`src/rtl/alu_datapath_pkg.sv`:
```
// Shared constants for the alu_datapath block: ALU opcodes, operand-pair
// selects, R2 source selects and load-enable bit positions.
package alu_datapath_pkg;

    // ALU opcodes (S input)
    localparam logic [2:0] OP_PASS = 3'b000;
    localparam logic [2:0] OP_ADD  = 3'b001;
    localparam logic [2:0] OP_SUB  = 3'b010;
    localparam logic [2:0] OP_AND  = 3'b011;
    localparam logic [2:0] OP_OR   = 3'b100;
    localparam logic [2:0] OP_XOR  = 3'b101;
    localparam logic [2:0] OP_SHL  = 3'b110;
    localparam logic [2:0] OP_NOT  = 3'b111;

    // Operand-pair selects (SEL input)
    localparam logic [1:0] SEL_R0R1 = 2'b00;
    localparam logic [1:0] SEL_R3R1 = 2'b01;
    localparam logic [1:0] SEL_R3R0 = 2'b10;
    localparam logic [1:0] SEL_R3R3 = 2'b11;

    // R2 source selects (W input); unlisted codes load zero
    localparam logic [2:0] W_R0  = 3'b000;
    localparam logic [2:0] W_R1  = 3'b001;
    localparam logic [2:0] W_ALU = 3'b010;
    localparam logic [2:0] W_R3  = 3'b100;

    // Bit positions inside the CE load-enable word
    localparam int CE_R0 = 0;
    localparam int CE_R1 = 1;
    localparam int CE_R2 = 2;
    localparam int CE_R3 = 3;

endpackage

```
`src/rtl/alu_core.sv`:
```
// Combinational ALU: result and carry/borrow for one operand pair.
// Build option: define ALU_SAT_EN to make add/subtract saturate instead of
// wrapping; the carry output always reports the raw carry/borrow.
module alu_core
    import alu_datapath_pkg::*;
#(
    parameter int WIDTH = 8
) (
    input  logic [WIDTH-1:0] i_x,
    input  logic [WIDTH-1:0] i_y,
    input  logic [2:0]       i_op,
    output logic [WIDTH-1:0] o_result,
    output logic             o_carry
);

    logic [WIDTH:0] w_sum;
    logic [WIDTH:0] w_diff;

    // One extra bit so the top bit is the carry out, or the borrow for subtract
    assign w_sum  = {1'b0, i_x} + {1'b0, i_y};
    assign w_diff = {1'b0, i_x} - {1'b0, i_y};

    // Opcode decode; logic ops and pass/invert never produce a carry
    always_comb begin
        o_result = '0;
        o_carry  = 1'b0;
        case (i_op)
            OP_PASS: o_result = i_x;
            OP_ADD: begin
                o_carry = w_sum[WIDTH];
`ifdef ALU_SAT_EN
                o_result = w_sum[WIDTH] ? '1 : w_sum[WIDTH-1:0];
`else
                o_result = w_sum[WIDTH-1:0];
`endif
            end
            OP_SUB: begin
                o_carry = w_diff[WIDTH];
`ifdef ALU_SAT_EN
                o_result = w_diff[WIDTH] ? '0 : w_diff[WIDTH-1:0];
`else
                o_result = w_diff[WIDTH-1:0];
`endif
            end
            OP_AND:  o_result = i_x & i_y;
            OP_OR:   o_result = i_x | i_y;
            OP_XOR:  o_result = i_x ^ i_y;
            OP_SHL: begin
                o_result = {i_x[WIDTH-2:0], 1'b0};
                o_carry  = i_x[WIDTH-1];
            end
            OP_NOT:  o_result = ~i_x;
            default: o_result = '0;
        endcase
    end

endmodule

```
`src/rtl/alu_datapath.sv`:
```
// Datapath stage behind the sequencing FSM: four registers R0..R3, operand
// muxing into alu_core, R2 as the visible output and ZERO/CARRY/VALID/DONE.
// Build option: ALU_SAT_EN (saturating add/subtract, handled in alu_core).
module alu_datapath
    import alu_datapath_pkg::*;
#(
    parameter int WIDTH = 8
) (
    input  logic             CLK,
    input  logic             RESET,
    input  logic             CLR,
    input  logic [2:0]       W,
    input  logic [3:0]       CE,
    input  logic [1:0]       SEL,
    input  logic [2:0]       S,
    input  logic [WIDTH-1:0] A,
    input  logic [WIDTH-1:0] B,
    output logic [WIDTH-1:0] Y,
    output logic             ZERO,
    output logic             CARRY,
    output logic             VALID,
    output logic             DONE
);

    logic [WIDTH-1:0] r_r0;
    logic [WIDTH-1:0] r_r1;
    logic [WIDTH-1:0] r_r2;
    logic [WIDTH-1:0] r_r3;
    logic             r_zero;
    logic             r_carry;
    logic             r_valid;
    logic             r_done;

    logic [WIDTH-1:0] w_opx;
    logic [WIDTH-1:0] w_opy;
    logic [WIDTH-1:0] w_alu_result;
    logic             w_alu_carry;
    logic [WIDTH-1:0] w_r2_src;

    // Operand pair for the ALU, chosen by SEL
    always_comb begin
        w_opx = r_r3;
        w_opy = r_r1;
        case (SEL)
            SEL_R0R1: begin w_opx = r_r0; w_opy = r_r1; end
            SEL_R3R1: begin w_opx = r_r3; w_opy = r_r1; end
            SEL_R3R0: begin w_opx = r_r3; w_opy = r_r0; end
            SEL_R3R3: begin w_opx = r_r3; w_opy = r_r3; end
            default:  begin w_opx = r_r3; w_opy = r_r1; end
        endcase
    end

    alu_core #(
        .WIDTH(WIDTH)
    ) u_alu_core (
        .i_x      (w_opx),
        .i_y      (w_opy),
        .i_op     (S),
        .o_result (w_alu_result),
        .o_carry  (w_alu_carry)
    );

    // R2 source mux; R3 here is the pre-edge value even when R3 loads too
    always_comb begin
        w_r2_src = '0;
        case (W)
            W_R0:    w_r2_src = r_r0;
            W_R1:    w_r2_src = r_r1;
            W_ALU:   w_r2_src = w_alu_result;
            W_R3:    w_r2_src = r_r3;
            default: w_r2_src = '0;
        endcase
    end

    // Register file and flags: CLR beats loads, DONE pulses on the first R2 load
    always_ff @(posedge CLK or negedge RESET) begin
        if (!RESET) begin
            r_r0    <= '0;
            r_r1    <= '0;
            r_r2    <= '0;
            r_r3    <= '0;
            r_zero  <= 1'b0;
            r_carry <= 1'b0;
            r_valid <= 1'b0;
            r_done  <= 1'b0;
        end else if (CLR) begin
            r_r0    <= '0;
            r_r1    <= '0;
            r_r2    <= '0;
            r_r3    <= '0;
            r_zero  <= 1'b0;
            r_carry <= 1'b0;
            r_valid <= 1'b0;
            r_done  <= 1'b0;
        end else begin
            if (CE[CE_R0]) r_r0 <= A;
            if (CE[CE_R1]) r_r1 <= B;
            if (CE[CE_R2]) begin
                r_r2    <= w_r2_src;
                r_valid <= 1'b1;
            end
            if (CE[CE_R3]) begin
                r_r3    <= w_alu_result;
                r_zero  <= (w_alu_result == '0);
                r_carry <= w_alu_carry;
            end
            r_done <= CE[CE_R2] && !r_valid;
        end
    end

    assign Y     = r_r2;
    assign ZERO  = r_zero;
    assign CARRY = r_carry;
    assign VALID = r_valid;
    assign DONE  = r_done;

endmodule

```
`config.mk`:
```
export PLATFORM = sky130hd
export DESIGN_NAME = alu_datapath
export DESIGN_NICKNAME = d
export VERILOG_FILES = /design/src/rtl/alu_datapath_pkg.sv /design/src/rtl/alu_core.sv /design/src/rtl/alu_datapath.sv
export SDC_FILE = /design/constraint.sdc
export NUM_CORES = 1
export LEC_CHECK = 0
export ABC_AREA = 1
export BUFFER_PORTS_ARGS = -buffer_cell sky130_fd_sc_hd__buf_2
export CAP_MARGIN = 20
export CELL_PAD_IN_SITES_DETAIL_PLACEMENT = 0
export CELL_PAD_IN_SITES_GLOBAL_PLACEMENT = 2
export CORE_MARGIN = 2
export CORE_UTILIZATION = 32
export CTS_CLUSTER_SIZE = 20
export DETAILED_ROUTE_END_ITERATION = 6
export PLACE_DENSITY = 0.79
export SKIP_CTS_REPAIR_TIMING = 1
export SLEW_MARGIN = 20
export SYNTH_ARGS = -nofsm -noshare
export SYNTH_HDL_FRONTEND = slang
export SYNTH_SLANG_ARGS = --single-unit
```
`constraint.sdc`:
```
create_clock -name CLK -period 3.01 [get_ports CLK]
set_input_delay 0.1505 -clock CLK [delete_from_list [all_inputs] [get_ports CLK]]
set_output_delay 0.1505 -clock CLK [all_outputs]
set_load 0.005 [all_outputs]
```
==> impl_metrics.env, run 1 <==
export IMPL_fin_crit_ns=2.71
export IMPL_path_cells="inv_1, a22oi_1, o21a_1, ha_1, inv_1, fa_1, inv_1, nand3_1, nand2_1, nand2_1, nand2_1, nand2_1, nand3_1, nand3_1, nand2_1, nand2_1, o21bai_1"
export IMPL_grt_pass1_vias=3321
export IMPL_antenna_cells=0
export IMPL_max_cap_violations=0
export IMPL_clockBufferDepth=2
export IMPL_clock_sinks=36
export IMPL_antenna_found_initial=0
export IMPL_power_density_mw_per_mm2=414
export IMPL_slew_violations=0
export IMPL_synth_mux_area_share_pct=0
export IMPL_cts_tree="done"
export IMPL_rsz0062_at_grt="no"
export IMPL_endpoint_kind="flop"
export IMPL_port_buffers=42
export IMPL_synth_top_family_by_area="simple AND/OR/NAND/NOR gates"
export IMPL_async_reset_ff_share_pct=100
export IMPL_seqPwrFrac_pct=34.5
export IMPL_ys_seq_area_share_pct=27.3
export IMPL_p_total_mw=1.54
export IMPL_synthFlopType="dfrtp_1"
export IMPL_critPathSlowestCell="fa_1"
export IMPL_peakVddDrop_mv=0.240
export IMPL_drive_gt1_share_pct=11.4
export IMPL_synth_nets=577
export IMPL_ys_types=31
export IMPL_drtAntennaViolNets=0
export IMPL_dr_pass1_iters=4
export IMPL_fin_util_pct=36.6
export IMPL_synth_commonest_cells="143 x nand2_1, 92 x inv_1, 65 x nand3_1, 36 x dfrtp_1, 34 x o21ai_0"
export IMPL_critPathRequiredTime_ns=3.24
export IMPL_die_area_mm2=0.0111
export IMPL_swShare_pct=41.2
export IMPL_wirelength_um=10500
export IMPL_synth_cells=520
export IMPL_cp_common_cell="nand2_1"
export IMPL_min_path_type="primary input to async pin"
export IMPL_power_switching_mw=0.635
export IMPL_fin_crit_sh_pct=90.1
export IMPL_root_buffer="clkbuf_8"
export IMPL_tightest_slew_ns=0.803
export IMPL_grtUsageTotal_pct=19.8
export IMPL_routedWlPerCell_um=15.1
export IMPL_fp_dieH_um=106
export IMPL_cts_max_level=2
export IMPL_yosys_area_share_simple_pct=32.5
export IMPL_slowest_delay_ns=0.40
export IMPL_drt_iter0_markers=208
export IMPL_worstSetupPathType="flop to flop"
export IMPL_synth_top_area_share_pct=27.3
export IMPL_coreArea_mm2=0.0102
export IMPL_rows=37
export IMPL_cpLargestDelayFamily="simple AND/OR/NAND/NOR gates"
export IMPL_fin_skew_ns=0.00890
export IMPL_start_util_pct=32.4
export IMPL_die_w_um=106
export IMPL_area_growth_syn_to_layout_pct=13.0
export IMPL_netlist_area_mm2=0.00330
export IMPL_grt_start_max_net_pins=37
export IMPL_hpwl_um=8610
export IMPL_numCtsBuffers=5
export IMPL_gp_congestion=0.890
export IMPL_synth_area_leaders="dfrtp_1 27%, nand2_1 16%, inv_1 10%"
export IMPL_grt_ovfl_total=0
export IMPL_synth_edf_count=0
export IMPL_grt_pass1_wl_um=17300
export IMPL_pin_count=43
export IMPL_p_comb_share_pct=41.2
export IMPL_ys_warn_count=0
export IMPL_synth_xor_area_share_pct=0.265
export IMPL_p_int_mw=0.908
export IMPL_clkTransAtPathRegs_ns=0.08
export IMPL_synth_compound_area_share_pct=16.5
export IMPL_cp_start_kind="flop"
export IMPL_cp_max_fo=4
export IMPL_run_status="complete, but fails checks"
export IMPL_timing_final_hold_violations=36
export IMPL_syn_area_per_cell_um2=6.35
export IMPL_tns_ns=0
export IMPL_max_slew_margin_pct=46.5
export IMPL_synthAdderAreaFrac_pct=10.3
export IMPL_p_leak_nw=2.01
export IMPL_fin_nets=616
export IMPL_clkPwrFrac_pct=24.4
export IMPL_cp_arrival_ns=2.94
export IMPL_clk_latency_ns=0.30
export IMPL_vias=3406
export IMPL_via_per_inst=4.89
export IMPL_yosysMostFrequentCell="nand2_1"
export IMPL_holdWs_ns=-0.0671
export IMPL_violations="hold timing"
export IMPL_worst_path_buf_inv=3
export IMPL_ys_seq_elements=36
export IMPL_drc=0
export IMPL_setup_viol=0
export IMPL_yosysTopAreaCell="dfrtp_1"
export IMPL_max_freq_ghz=0.369
[path summary, 6_finish.rpt]
| kind | slack, ns | endpoint | from | cells past startpoint |
|---|---|---|---|---|
| worst max register to register | 0.30 | ZERO | r_r3[0] | 17 |
| worst min-delay path | -0.07 | ZERO | RESET | 1 |
| worst min register to register | 0.46 | DONE | VALID | 1 |
| min in group CLK | 0.08 | r_r1[5] | B[5] | 3 |
| max in group asynchronous | 2.56 | r_r3[0] | RESET | 1 |
| worst max-delay path | 0.30 | ZERO | r_r3[0] | 17 |
[logic make-up after synthesis]
family / count (synthesis)
XOR/XNOR: 1
adder cells (fa/ha/maj): 26
AND/OR/NAND/NOR: 253
flip-flops: 36
AO/OA/AOI/OAI: 93
buffers and inverters: 111
[worst register-to-register path, stage by stage (launching register included)]
cell and delay, ns:
dfrtp_1 0.37, inv_1 0.08, a22oi_1 0.15, o21a_1 0.21
ha_1 0.29, inv_1 0.08, fa_1 0.41, inv_1 0.09
nand3_1 0.11, nand2_1 0.12, nand2_1 0.08, nand2_1 0.06
nand2_1 0.06, nand3_1 0.07, nand3_1 0.14, nand2_1 0.14
nand2_1 0.06, o21bai_1 0.14
[cell type report]
class,instances,area (µm²)
clock buffer,6,82.6
clock inverter,2,13.8
multi-input combinational,373,1970
timing repair buffer,44,225
fill,1160,6450
tap,136,170
sequential,36,901
inverter,99,372
[metal layers]
layer	GRT usage, %	vias to the layer above	wire length [µm]
li1	-	1752	-
met1	26.5	1560	4880
met2	34.8	85	5100
met3	1.30	9	393
met4	4.51	0	135
met5	0	-	0
[placed cells by master, fill, tap and decap left out]
cell / netlist / routed
nand2_1: 143 / 143
inv_1: 92 / 92
nand3_1: 65 / 65
buf_2: 4 / 42
dfrtp_1: 36 / 36
o21ai_0: 34 / 34
nor2_1: 30 / 30
ha_1: 24 / 24
a21oi_1: 16 / 16
o22ai_1: 14 / 14
a22oi_1: 8 / 8
o21a_1: 8 / 8
nand4_1: 6 / 6
clkbuf_8: 0 / 6
inv_2: 5 / 5
o21ai_1: 5 / 5
nor2_2: 4 / 4
o211ai_1: 4 / 4
clkinv_1: 2 / 2
or2_2: 2 / 2
fa_1: 2 / 2
buf_4: 1 / 2
nor2_4: 1 / 1
and2_1: 1 / 1
xnor2_1: 1 / 1
o21bai_1: 1 / 1
nor3_1: 1 / 1
a31oi_1: 1 / 1
a22o_1: 1 / 1
o2111ai_1: 1 / 1
inv_6: 0 / 1
clkinv_2: 0 / 1
[flip-flops by register name, indices dropped and copies added (netlist names)]
| name | count |
|---|---|
| CARRY | 1 |
| DONE | 1 |
| VALID | 1 |
| Y | 8 |
| ZERO | 1 |
| r_r0 | 8 |
| r_r1 | 8 |
| r_r3 | 8 |
[through the flow]
step,std cells,instance area (µm²),worst slack (ns)
finish,696,3730,0.298
global route,696,3730,0.0789
CTS,696,3730,0.295
detailed placement,688,3630,0.161
global placement,688,3630,0.214
floorplan,520,3300,0.822
[power by group through the flow]
| stage | clock, mW | combinational, mW | sequential (mW) |
|---|---|---|---|
| final | 0.376 | 0.635 | 0.532 |
| after global routing | 0.400 | 0.731 | 0.536 |
| after CTS | 0.381 | 0.637 | 0.532 |
| after detailed placement | 0 | 0.633 | 0.541 |
| after global placement | 0 | 0.640 | 0.541 |
| after floorplan | 0 | 0.447 | 0.538 |
Power figures use the tool's default switching activity.
==> run 2: changes to the inputs <==
--- a/config.mk
+++ b/config.mk
@@ -14,7 +14,7 @@
 export CORE_UTILIZATION = 32
 export CTS_CLUSTER_SIZE = 20
 export DETAILED_ROUTE_END_ITERATION = 6
-export PLACE_DENSITY = 0.79
+export PLACE_DENSITY_LB_ADDON = 0.08
 export SKIP_CTS_REPAIR_TIMING = 1
 export SLEW_MARGIN = 20
 export SYNTH_ARGS = -nofsm -noshare
==> run 2 against run 1 <==
Net effect:
- the run now ends clean
- wire length grew 8.9%
- maximum frequency shrank 0.26%
- clock power grew 27%
- global-route usage grew 1.2 points
- sequential power is essentially flat
- cell count grew 0.43%
- die area is the same
- register-to-register slack is essentially flat
- non-clock buffer count grew 3
- utilization grew 0.54 points
- critical path type unchanged
==> impl_metrics.env, run 2 (synthesis results as in run 1) <==
export IMPL_p_comb_share_pct=39.3
export IMPL_pre_cts_slack_ns=0.243
export IMPL_p_int_mw=1.02
export IMPL_die_area_mm2=0.0111
export IMPL_drive_gt1_share_pct=11.7
export IMPL_slowest_delay_ns=0.45
export IMPL_cp_common_cell="inv_1"
export IMPL_max_cap_violations=0
export IMPL_whs_path_depth=3
export IMPL_hpwl_um=9340
export IMPL_vias=3469
export IMPL_tightest_slew_ns=0.820
export IMPL_ff2ff_setup_slack_ns=0.29
export IMPL_fp_dieH_um=106
export IMPL_drc=0
export IMPL_grt_pass1_wl_um=18300
export IMPL_coreArea_mm2=0.0102
export IMPL_r2r_end="Y[1]"
export IMPL_seqPwrFrac_pct=32.0
export IMPL_endpoint_kind="flop"
export IMPL_dr_pass1_iters=5
export IMPL_routedWlPerCell_um=16.4
export IMPL_grt_pass1_vias=3375
export IMPL_antenna_cells=0
export IMPL_setup_viol=0
export IMPL_holdWs_ns=0.0838
export IMPL_via_per_inst=4.96
export IMPL_cts_tree="done"
export IMPL_max_slew_margin_pct=45.4
export IMPL_tns_ns=0
export IMPL_power_switching_mw=0.646
export IMPL_clk_latency_ns=0.30
export IMPL_fin_crit_sh_pct=90.3
export IMPL_path_cells="inv_1, a22oi_1, o21a_1, ha_1, inv_1, fa_1, inv_1, nand3_1, nand3_1, nor2_1, nand2_1, nand2_1, o21ai_0, a22o_1"
export IMPL_drtAntennaViolNets=0
export IMPL_p_leak_nw=2.04
export IMPL_holdCritStartpoint="B[2]"
export IMPL_reg2reg_from="r_r3[0]"
export IMPL_numCtsBuffers=5
export IMPL_die_w_um=106
export IMPL_drt_iter0_markers=181
export IMPL_critPathSlowestCell="fa_1"
export IMPL_cp_start_kind="flop"
export IMPL_fin_skew_ns=0.00634
export IMPL_cp_arrival_ns=2.96
export IMPL_p_total_mw=1.66
export IMPL_gp_congestion=0.899
export IMPL_pin_count=43
export IMPL_worstSetupPathType="flop to flop"
export IMPL_critPathRequiredTime_ns=3.25
export IMPL_final_cell_mix="143 x nand2_1, 92 x inv_1, 65 x nand3_1"
export IMPL_run_status="complete, no violations"
export IMPL_hold_path_end="r_r1[2]"
export IMPL_swShare_pct=38.8
export IMPL_antenna_found_initial=0
export IMPL_clkTransAtPathRegs_ns=0.08
export IMPL_cp_max_fo=4
export IMPL_clockBufferDepth=2
export IMPL_start_util_pct=32.4
export IMPL_peakVddDrop_mv=0.247
export IMPL_cts_max_level=2
export IMPL_grt_start_max_net_pins=37
export IMPL_grtUsageTotal_pct=20.9
export IMPL_slew_violations=0
export IMPL_timing_final_hold_violations=0
export IMPL_min_path_type="primary input to flop"
export IMPL_root_buffer="clkbuf_8"
export IMPL_max_freq_ghz=0.368
export IMPL_clock_sinks=36
export IMPL_rows=37
export IMPL_reg2reg_depth=14
export IMPL_cpLargestDelayFamily="compound AO/OA/AOI/OAI gates"
export IMPL_port_buffers=42
export IMPL_rsz0062_at_grt="no"
export IMPL_clkPwrFrac_pct=28.7
export IMPL_fin_crit_ns=2.72
export IMPL_wirelength_um=11400
export IMPL_worst_path_buf_inv=3
export IMPL_grt_ovfl_total=0
export IMPL_setup_slack_ns=0.291
export IMPL_area_growth_syn_to_layout_pct=14.7
export IMPL_fin_nets=619
export IMPL_mostFrequentLayoutCell="nand2_1"
export IMPL_power_density_mw_per_mm2=440
==> run 2: cell count changes in the layout (fill, tap and decap cells not counted), sizes merged <==
cell         before  now
clkinv            3    2
inv              98   97
dlygate4sd3       0    1
bufinv            0    1
buf              44   46
clkbuf            6    7
==> run 2: power by group through the flow <==
stage	Clock, mW	Sequential [mW]	Combinational [mW]
6_report	0.478	0.533	0.654
3_3_place_gp	0	0.542	0.655
4_1_cts	0.486	0.533	0.651
3_5_place_dp	0	0.542	0.647
5_1_grt	0.508	0.536	0.743
2_1_floorplan	0	0.538	0.447
==> run 2: cell type report <==
type | instances | area (µm²)
clock buffer | 7 | 96.3
clock inverter | 1 | 30.0
timing repair buffer | 47 | 250
fill | 1160 | 6400
sequential | 36 | 901
multi-input combinational | 373 | 1970
inverter | 99 | 372
tap | 136 | 170
==> run 2: stage by stage <==
stage / instance area (µm²) / utilization [%] / cells
3_3_place_gp: 3650 / 35.8 / 690
6_report: 3780 / 37.2 / 699
4_1_cts: 3770 / 37.1 / 698
3_5_place_dp: 3650 / 35.8 / 690
5_1_grt: 3780 / 37.2 / 699
2_1_floorplan: 3300 / - / 520
==> run 2: worst register-to-register path, cell delays in order, from the launching register on <==
cell and delay, ns:
dfrtp_1 0.38, inv_1 0.08, a22oi_1 0.17, o21a_1 0.20, ha_1 0.24, inv_1 0.07, fa_1 0.45, inv_1 0.07
nand3_1 0.08, nand3_1 0.14, nor2_1 0.06, nand2_1 0.05, nand2_1 0.11, o21ai_0 0.37, a22o_1 0.19
==> run 2: worst max-delay path by stage <==
stage	startpoint	end	slack (ns)	cells past startpoint
floorplan	r_r3[0]	Y[6]	0.82	18
global placement	SEL[1]	Y[1]	0.30	16
detailed placement	SEL[1]	ZERO	0.24	19
CTS	r_r3[0]	ZERO	0.30	16
global route	r_r0[0]	ZERO	0.1	17
finish	r_r3[0]	Y[1]	0.29	14
==> run 2: metal layers <==
layer	share of wire [%]	vias up	track usage, %
met1	46	1622	26.8
met4	1.3	0	5.73
met2	50	80	37.8
met5	0	-	0
li1	-	1754	-
met3	3.1	13	1.61
